--- config.mk ---
export PLATFORM = sky130hd
export DESIGN_NAME = fault_monitor_mc_flat
export DESIGN_NICKNAME = d
export VERILOG_FILES = /design/src/rtl/fault_mon_pkg.sv /design/src/rtl/fault_monitor_mc_if.sv /design/src/rtl/fault_chan.sv /design/src/rtl/fault_monitor_mc.sv /design/src/flat_wrapper.sv
export SDC_FILE = /design/constraint.sdc
export NUM_CORES = 1
export LEC_CHECK = 0
export CORE_MARGIN = 10
export CORE_UTILIZATION = 47
export CTS_CLUSTER_DIAMETER = 200
export DETAILED_ROUTE_END_ITERATION = 6
export PLACE_DENSITY = 0.81
export SLEW_MARGIN = 10
export SYNTH_ARGS = -nofsm -noshare
export SYNTH_HDL_FRONTEND = slang
export SYNTH_HIERARCHICAL = 1
export SYNTH_SLANG_ARGS = --single-unit
--- constraint.sdc ---
create_clock -name clk -period 2.2 [get_ports clk]
set_input_delay 0.22 -clock clk [delete_from_list [all_inputs] [get_ports clk]]
set_output_delay 0.22 -clock clk [all_outputs]
set_load 0.005 [all_outputs]
--- src/rtl/fault_mon_pkg.sv ---
// Shared types for the multi-channel fault monitor: channel states, fault cause codes
// and a helper that turns violation flags into a cause code.
package fault_mon_pkg;

    typedef enum logic [1:0] {
        NORMAL   = 2'd0,
        WARNING  = 2'd1,
        FAULT    = 2'd2,
        SHUTDOWN = 2'd3
    } ch_state_e;

    typedef enum logic [1:0] {
        CAUSE_NONE = 2'b00,
        CAUSE_HI   = 2'b01,
        CAUSE_LO   = 2'b10
    } cause_e;

    // High violation wins when both limits are crossed (only possible with thr_lo > thr_hi)
    function automatic cause_e pick_cause(input logic hi_viol, input logic lo_viol);
        if (hi_viol) begin
            return CAUSE_HI;
        end else if (lo_viol) begin
            return CAUSE_LO;
        end
        return CAUSE_NONE;
    endfunction

endpackage

--- src/rtl/fault_monitor_mc_if.sv ---
// Sample/threshold bus feeding the fault monitor; the driver side uses master, the monitor slave.
interface fault_monitor_mc_if #(
    parameter int NCH = 4,
    parameter int W   = 16
);
    logic [NCH-1:0]   sample_valid;
    logic [NCH*W-1:0] sample;
    logic [NCH*W-1:0] thr_hi;
    logic [NCH*W-1:0] thr_lo;
    logic [NCH-1:0]   ch_en;

    modport master (output sample_valid, sample, thr_hi, thr_lo, ch_en);
    modport slave  (input  sample_valid, sample, thr_hi, thr_lo, ch_en);
endinterface

--- src/rtl/fault_chan.sv ---
// One monitored channel: limit comparators, debounce counter, ok_last flag and the
// NORMAL/WARNING/FAULT/SHUTDOWN machine. Log-related ports exist only with FAULT_LOG_EN.
module fault_chan
    import fault_mon_pkg::*;
#(
    parameter int W        = 16,
    parameter int WARN_CNT = 3,
    parameter int CW       = 8
) (
    input  logic         clk,
    input  logic         rstn,
    input  logic         valid,
    input  logic [W-1:0] sample,
    input  logic [W-1:0] thr_hi,
    input  logic [W-1:0] thr_lo,
    input  logic         en,
    input  logic         clr,
`ifdef FAULT_LOG_EN
    output logic         fault_entry,
    output cause_e       entry_cause,
    output ch_state_e    state_next,
`endif
    output ch_state_e    state
);

    localparam logic [CW-1:0] CNT_LAST = CW'(WARN_CNT - 1);

    ch_state_e     state_q, state_d;
    logic [CW-1:0] cnt_q, cnt_d;
    logic          ok_last_q, ok_last_d;
    logic          hi_viol, lo_viol, abn;

    assign hi_viol = sample > thr_hi;
    assign lo_viol = sample < thr_lo;
    assign abn     = hi_viol | lo_viol;

    always_comb begin
        state_d   = state_q;
        cnt_d     = cnt_q;
        ok_last_d = valid ? !abn : ok_last_q;

        case (state_q)
            NORMAL: begin
                if (valid && abn) begin
                    state_d = WARNING;
                    cnt_d   = CW'(1);
                end
            end
            WARNING: begin
                if (valid) begin
                    if (!abn) begin
                        state_d = NORMAL;
                        cnt_d   = '0;
                    end else if (cnt_q == CNT_LAST) begin
                        state_d = FAULT;
                        cnt_d   = '0;
                    end else begin
                        cnt_d = cnt_q + CW'(1);
                    end
                end
            end
            FAULT: begin
                state_d = SHUTDOWN;
            end
            SHUTDOWN: begin
                // Release needs the previous valid sample to be back in range
                if (clr && ok_last_q) begin
                    state_d = NORMAL;
                    cnt_d   = '0;
                end
            end
            default: begin
                state_d = NORMAL;
                cnt_d   = '0;
            end
        endcase

        if (!en) begin
            state_d = NORMAL;
            cnt_d   = '0;
        end
    end

    always_ff @(posedge clk or negedge rstn) begin
        if (!rstn) begin
            state_q   <= NORMAL;
            cnt_q     <= '0;
            ok_last_q <= 1'b1;
        end else begin
            state_q   <= state_d;
            cnt_q     <= cnt_d;
            ok_last_q <= ok_last_d;
        end
    end

    assign state = state_q;

`ifdef FAULT_LOG_EN
    assign fault_entry = (state_d == FAULT);
    assign entry_cause = pick_cause(hi_viol, lo_viol);
    assign state_next  = state_d;
`endif

endmodule

--- src/rtl/fault_monitor_mc.sv ---
// Multi-channel fault monitor top: per-channel FSMs, registered global shutdown and,
// when FAULT_LOG_EN is defined, a first-fault log (first_ch/first_cause).
module fault_monitor_mc
    import fault_mon_pkg::*;
#(
    parameter int NCH      = 4,
    parameter int W        = 16,
    parameter int WARN_CNT = 3,
    parameter int CW       = 8
) (
    input  logic                clk,
    input  logic                rstn,
    fault_monitor_mc_if.slave   smp,
    input  logic                clr,
    output logic [NCH-1:0]      warning,
    output logic [NCH-1:0]      fault,
    output logic                shutdown,
    output logic [3:0]          first_ch,
    output logic [1:0]          first_cause
);

    ch_state_e      state [NCH];
    logic [NCH-1:0] shut_vec;
    logic           shutdown_q, shutdown_d;

`ifdef FAULT_LOG_EN
    logic           entry [NCH];
    cause_e         entry_cause [NCH];
    ch_state_e      state_next [NCH];
`endif

    for (genvar i = 0; i < NCH; i++) begin : g_chan
        fault_chan #(
            .W        (W),
            .WARN_CNT (WARN_CNT),
            .CW       (CW)
        ) u_chan (
            .clk         (clk),
            .rstn        (rstn),
            .valid       (smp.sample_valid[i]),
            .sample      (smp.sample[i*W +: W]),
            .thr_hi      (smp.thr_hi[i*W +: W]),
            .thr_lo      (smp.thr_lo[i*W +: W]),
            .en          (smp.ch_en[i]),
            .clr         (clr),
`ifdef FAULT_LOG_EN
            .fault_entry (entry[i]),
            .entry_cause (entry_cause[i]),
            .state_next  (state_next[i]),
`endif
            .state       (state[i])
        );

        assign warning[i]  = (state[i] == WARNING);
        assign fault[i]    = (state[i] == FAULT) || (state[i] == SHUTDOWN);
        assign shut_vec[i] = (state[i] == SHUTDOWN);
    end

    // Extra register stage places shutdown two cycles after the matching fault edge
    assign shutdown_d = |shut_vec;

    always_ff @(posedge clk or negedge rstn) begin
        if (!rstn) begin
            shutdown_q <= 1'b0;
        end else begin
            shutdown_q <= shutdown_d;
        end
    end

    assign shutdown = shutdown_q;

`ifdef FAULT_LOG_EN
    logic [3:0] first_ch_q, first_ch_d;
    cause_e     first_cause_q, first_cause_d;
    logic       busy_next;

    always_comb begin
        first_ch_d    = first_ch_q;
        first_cause_d = first_cause_q;
        busy_next     = 1'b0;
        for (int i = 0; i < NCH; i++) begin
            if (state_next[i] == FAULT || state_next[i] == SHUTDOWN) begin
                busy_next = 1'b1;
            end
        end

        if (clr && !busy_next) begin
            first_ch_d    = '0;
            first_cause_d = CAUSE_NONE;
        end else if (first_cause_q == CAUSE_NONE) begin
            // Walk downwards so the lowest-index entering channel is the one kept
            for (int i = NCH - 1; i >= 0; i--) begin
                if (entry[i]) begin
                    first_ch_d    = 4'(i);
                    first_cause_d = entry_cause[i];
                end
            end
        end
    end

    always_ff @(posedge clk or negedge rstn) begin
        if (!rstn) begin
            first_ch_q    <= '0;
            first_cause_q <= CAUSE_NONE;
        end else begin
            first_ch_q    <= first_ch_d;
            first_cause_q <= first_cause_d;
        end
    end

    assign first_ch    = first_ch_q;
    assign first_cause = first_cause_q;
`else
    assign first_ch    = '0;
    assign first_cause = CAUSE_NONE;
`endif

endmodule
--- src/flat_wrapper.sv ---
// flat-port wrapper written by rule: the top's interface ports become plain ports
module fault_monitor_mc_flat import fault_mon_pkg::*;
#(
    parameter int NCH      = 4,
    parameter int W        = 16,
    parameter int WARN_CNT = 3,
    parameter int CW       = 8
)
  (clk, rstn, clr, warning, fault, shutdown, first_ch, first_cause, smp_sample_valid, smp_sample, smp_thr_hi, smp_thr_lo, smp_ch_en);
  fault_monitor_mc_if #(.NCH(NCH), .W(W)) smp_i ();
  input  logic clk;
  input  logic rstn;
  input  logic clr;
  output logic [NCH-1:0] warning;
  output logic [NCH-1:0] fault;
  output logic shutdown;
  output logic [3:0] first_ch;
  output logic [1:0] first_cause;
  input wire logic [$bits(smp_i.sample_valid)-1:0] smp_sample_valid;
  input wire logic [$bits(smp_i.sample)-1:0] smp_sample;
  input wire logic [$bits(smp_i.thr_hi)-1:0] smp_thr_hi;
  input wire logic [$bits(smp_i.thr_lo)-1:0] smp_thr_lo;
  input wire logic [$bits(smp_i.ch_en)-1:0] smp_ch_en;
  assign smp_i.sample_valid = smp_sample_valid;
  assign smp_i.sample = smp_sample;
  assign smp_i.thr_hi = smp_thr_hi;
  assign smp_i.thr_lo = smp_thr_lo;
  assign smp_i.ch_en = smp_ch_en;
  fault_monitor_mc #(.NCH(NCH), .W(W), .WARN_CNT(WARN_CNT), .CW(CW)) u_core (.clk(clk), .rstn(rstn), .smp(smp_i), .clr(clr), .warning(warning), .fault(fault), .shutdown(shutdown), .first_ch(first_ch), .first_cause(first_cause));
endmodule
==> impl_results.md <==
- First drt pass iteration count: 6
- Row count: 42
- H-tree depth: 2
- ANT nets after route: 0
- Vias per Instance: 6.32
- Main synth FF type: dfrtp_1
- R2r endpoint: u_core/g_chan[3].u_chan/cnt_q[7]
- Leakage: 5.34 nW
- EDFF count, synth: 0
- CTS Buf Count: 5
- Hold Vio Cnt, Final: 0
- Register area: 0.00113 mm2
- Flops & latches, synth: 45
- Critical Path End Type: register
- CP Class: input port to register
- XOR/XNOR Fraction of Synth Area: 0
- Crit Path Max Fanout: 5
- Seq/Total Area, Yosys: 0.181
- Clk buf depth: 2
- CP Launch Point: smp_sample[8]
- Placer Congestion: 0.879
- Worst reg2reg path depth: 9
- Vias in the first global route: 7870
- Initial DRC count: 745
- Per-cell routed wire length: 25.3 um
- Worst slew margin: 0.603
- Area grow syn2layout: 85.5%
- Full die area: 0.0183 mm2
- Post-layout util: 0.880
- Final Cycle Share: 1.10
- Async SR Flop Fraction: 1.00
- CP required: 2.36 ns
- Yosys warns: 6
- Critical Path AT: 2.59 ns
- Skew final: 0.00927 ns
- Residual DRC count: 0
- Initial Util: 0.474
- Fill cell count: 559
- Least-Margin Pin Slew: 0.596 ns
- Die width: 135 um
- R2r startpoint: u_core/g_chan[3].u_chan/cnt_q[0]
- Combinational family with the most area after synthesis: adder cells
- Minimum clock period: 2.43 ns
- Crit path to: u_core/g_chan[0].u_chan/cnt_q[7]
- RSZ-0062 raised after global routing: true
- CTS clk-pin slew, worst paths: 0.07 ns
- Violated checks: negative setup slack
- Post-Synth Adder-Cell Area: 0.265
- Core area: 0.0131 mm2
- Footprint of the multi-input gates: 0.00650 mm2
- Die Height: 135 um
- CP startpoint kind: input port
- Worst skew pair latency: 0.28 ns
- Netlist cell types: 64
- Average size of a mapped cell: 8.22 um2
- Cell area after synthesis: 0.00623 mm2
- Class of the worst hold path: input port to async pin
- Overall track demand over capacity in global routing: 0.257
- Maximum clock frequency: 412 MHz
- Drt total wl: 32.5 mm
- I/O Pins: 218
- Largest net degree at the start of global routing: 46
- Global route overflow: 0
- I/O Buffers: 211
- # setup viols final: 24
- Simple-gate share of the synthesized area: 0.201
- CTS tree: built
- Total Nets Final: 1438
- Initial antenna violation count: 3
- Detailed-placement wirelength estimate: 15.9 mm
- Dpl ws: -0.680 ns
- First-pass GRT wire length: 39.1 mm
- Run status: finished with violations
- Share of cells above drive strength 1: 0.466
- R2R Setup Slk: -0.09 ns
- Root Buffer: clkbuf_16
- Pwr dens: 457 mW/mm2
- Peak VDD IR: 0.000376 V
- Clock sinks: 45
- Post-synthesis compound-gate area fraction: 0.226
- Number of max-cap violations: 0
- Max Slew Vio Count: 0
- Worst setup margin: -0.225 ns
- Mux cell area share after synthesis: 0.0187
- Post-synthesis cell count: 758
- Via count: 8124
cell usage after synthesis (10+ instances only):
cell,instances,area [um2]
a21o_1,10,75.1
a211oi_1,15,113
nor2_1,28,105
dfrtp_1,41,1030
o21ai_0,33,165
ha_1,132,1650
inv_1,158,593
nand2_1,42,158
nand3_1,31,155
nand2b_1,11,68.8
nor2b_1,11,68.8
or3_1,10,62.6
nand4_1,17,106
a21oi_1,50,250
cell usage in the layout (no fill, tap or decap), types with 5 or more instances in the layout:
cell	Yosys	routed
buf_4	6	122
ha_4	0	102
inv_2	0	98
dlygate4sd2_1	0	93
inv_1	158	60
dfrtp_1	41	41
nand2_1	42	37
clkdlybuf4s50_1	0	35
clkbuf_2	0	34
a21oi_1	50	32
dlymetal6s2s_1	0	31
ha_1	132	29
nand3_1	31	28
nor2_1	28	22
clkdlybuf4s15_1	0	17
nand4_1	17	17
o21ai_0	33	17
a21oi_2	0	16
nand2b_1	11	11
buf_6	1	11
a21o_1	10	10
nand4_4	3	10
a211oi_2	0	9
o21ai_2	3	9
or3_1	10	9
nor2b_1	11	8
o21ai_1	0	7
o2bb2ai_1	8	7
diode_2	0	6
conb_1	1	6
a2111oi_4	0	6
o21a_1	6	6
o211a_1	6	6
mux2i_1	6	6
nor3_1	9	6
clkbuf_16	0	5
a41oi_2	0	5
o211ai_1	5	5
nand2_4	0	5
power by group:
| group | total [W] | internal, W | leakage, nW | switching, W |
|---|---|---|---|---|
| sequential | 0.00112 | 0.000950 | 0.599 | 0.000170 |
| clock | 0.000866 | 0.000539 | 0.0811 | 0.000327 |
| combinational | 0.00330 | 0.00169 | 4.66 | 0.00161 |
| total | 0.00529 | 0.00318 | 5.34 | 0.00210 |
cell type report:
| cell class | instances | area share |
|---|---|---|
| Clock inverter | 2 | 0.00335 |
| Inverter | 158 | 0.0513 |
| Sequential cell | 45 | 0.0978 |
| Multi-Input combinational cell | 549 | 0.562 |
| Antenna cell | 6 | 0.00130 |
| Clock buffer | 6 | 0.0111 |
| Tap cell | 176 | 0.0190 |
| Timing Repair Buffer | 344 | 0.254 |
registers in the layout (all words and copies together), names as in the netlist:
name / flops
u_core/g_chan.u_chan/cnt_q: 32
u_core/g_chan.u_chan/state: 8
u_core/g_chan.u_chan/ok_last_q: 4
u_core/shutdown: 1
routing by layer:
layer / vias up / track usage / share of wire
met5: - / 0 / 0
met4: 0 / 0.0897 / 0.075
met3: 233 / 0.0627 / 0.090
met2: 638 / 0.474 / 0.49
met1: 3830 / 0.279 / 0.35
li1: 3423 / - / -
per-stage QoR:
stage	std cells	hold WS, ns	cell area (um2)	setup TNS [ns]	total power (W)
final	1286	0.0179	11600	-2.30	0.00529
after global routing	1284	0.0651	11600	-2.68	0.00549
after CTS	1254	0.0424	10700	-0.00261	0.00449
after detailed placement	1221	0.344	9120	-21.40	0.00326
after global placement	1221	0.345	9120	-18.01	0.00320
after floorplan	763	-0.0756	6250	0	0.00215
cell families after synthesis:
group                    count (synthesis)
flip-flops                              45
adder cells (fa/ha/maj)                132
AND/OR/NAND/NOR                        205
other                                    1
multiplexers                            11
AO/OA/AOI/OAI                          195
buffers and inverters                  169
worst min-delay path by stage:
| stage | start | to | slack, ns | depth (start not counted) |
|---|---|---|---|---|
| after floorplan | rstn | u_core/g_chan[0].u_chan/cnt_q[0] | -0.08 | 0 |
| after global placement | rstn | u_core/g_chan[2].u_chan/state[1] | 0.34 | 2 |
| after detailed placement | rstn | u_core/g_chan[2].u_chan/cnt_q[5] | 0.34 | 2 |
| after CTS | rstn | u_core/g_chan[2].u_chan/state[1] | 0.04 | 2 |
| after global routing | rstn | u_core/g_chan[2].u_chan/state[1] | 0.07 | 2 |
| final | rstn | u_core/g_chan[2].u_chan/state[1] | 0.02 | 2 |
what timing repair did:
item	in CTS	in global routing
buffers inserted	27	26
hold buffers	0	0
gates resized for setup	382	243
setup endpoints to repair	42	38
pin swaps	160	105
critical path, cell delays in order:
cell	delay [ns]
dlygate4sd2_1	0.28
ha_1	0.31
nand4_1	0.20
nor2_1	0.20
nand4_1	0.25
o2111a_2	0.37
or2_4	0.29
and3_4	0.18
a211o_1	0.28
(Power assumes the default switching activity.)
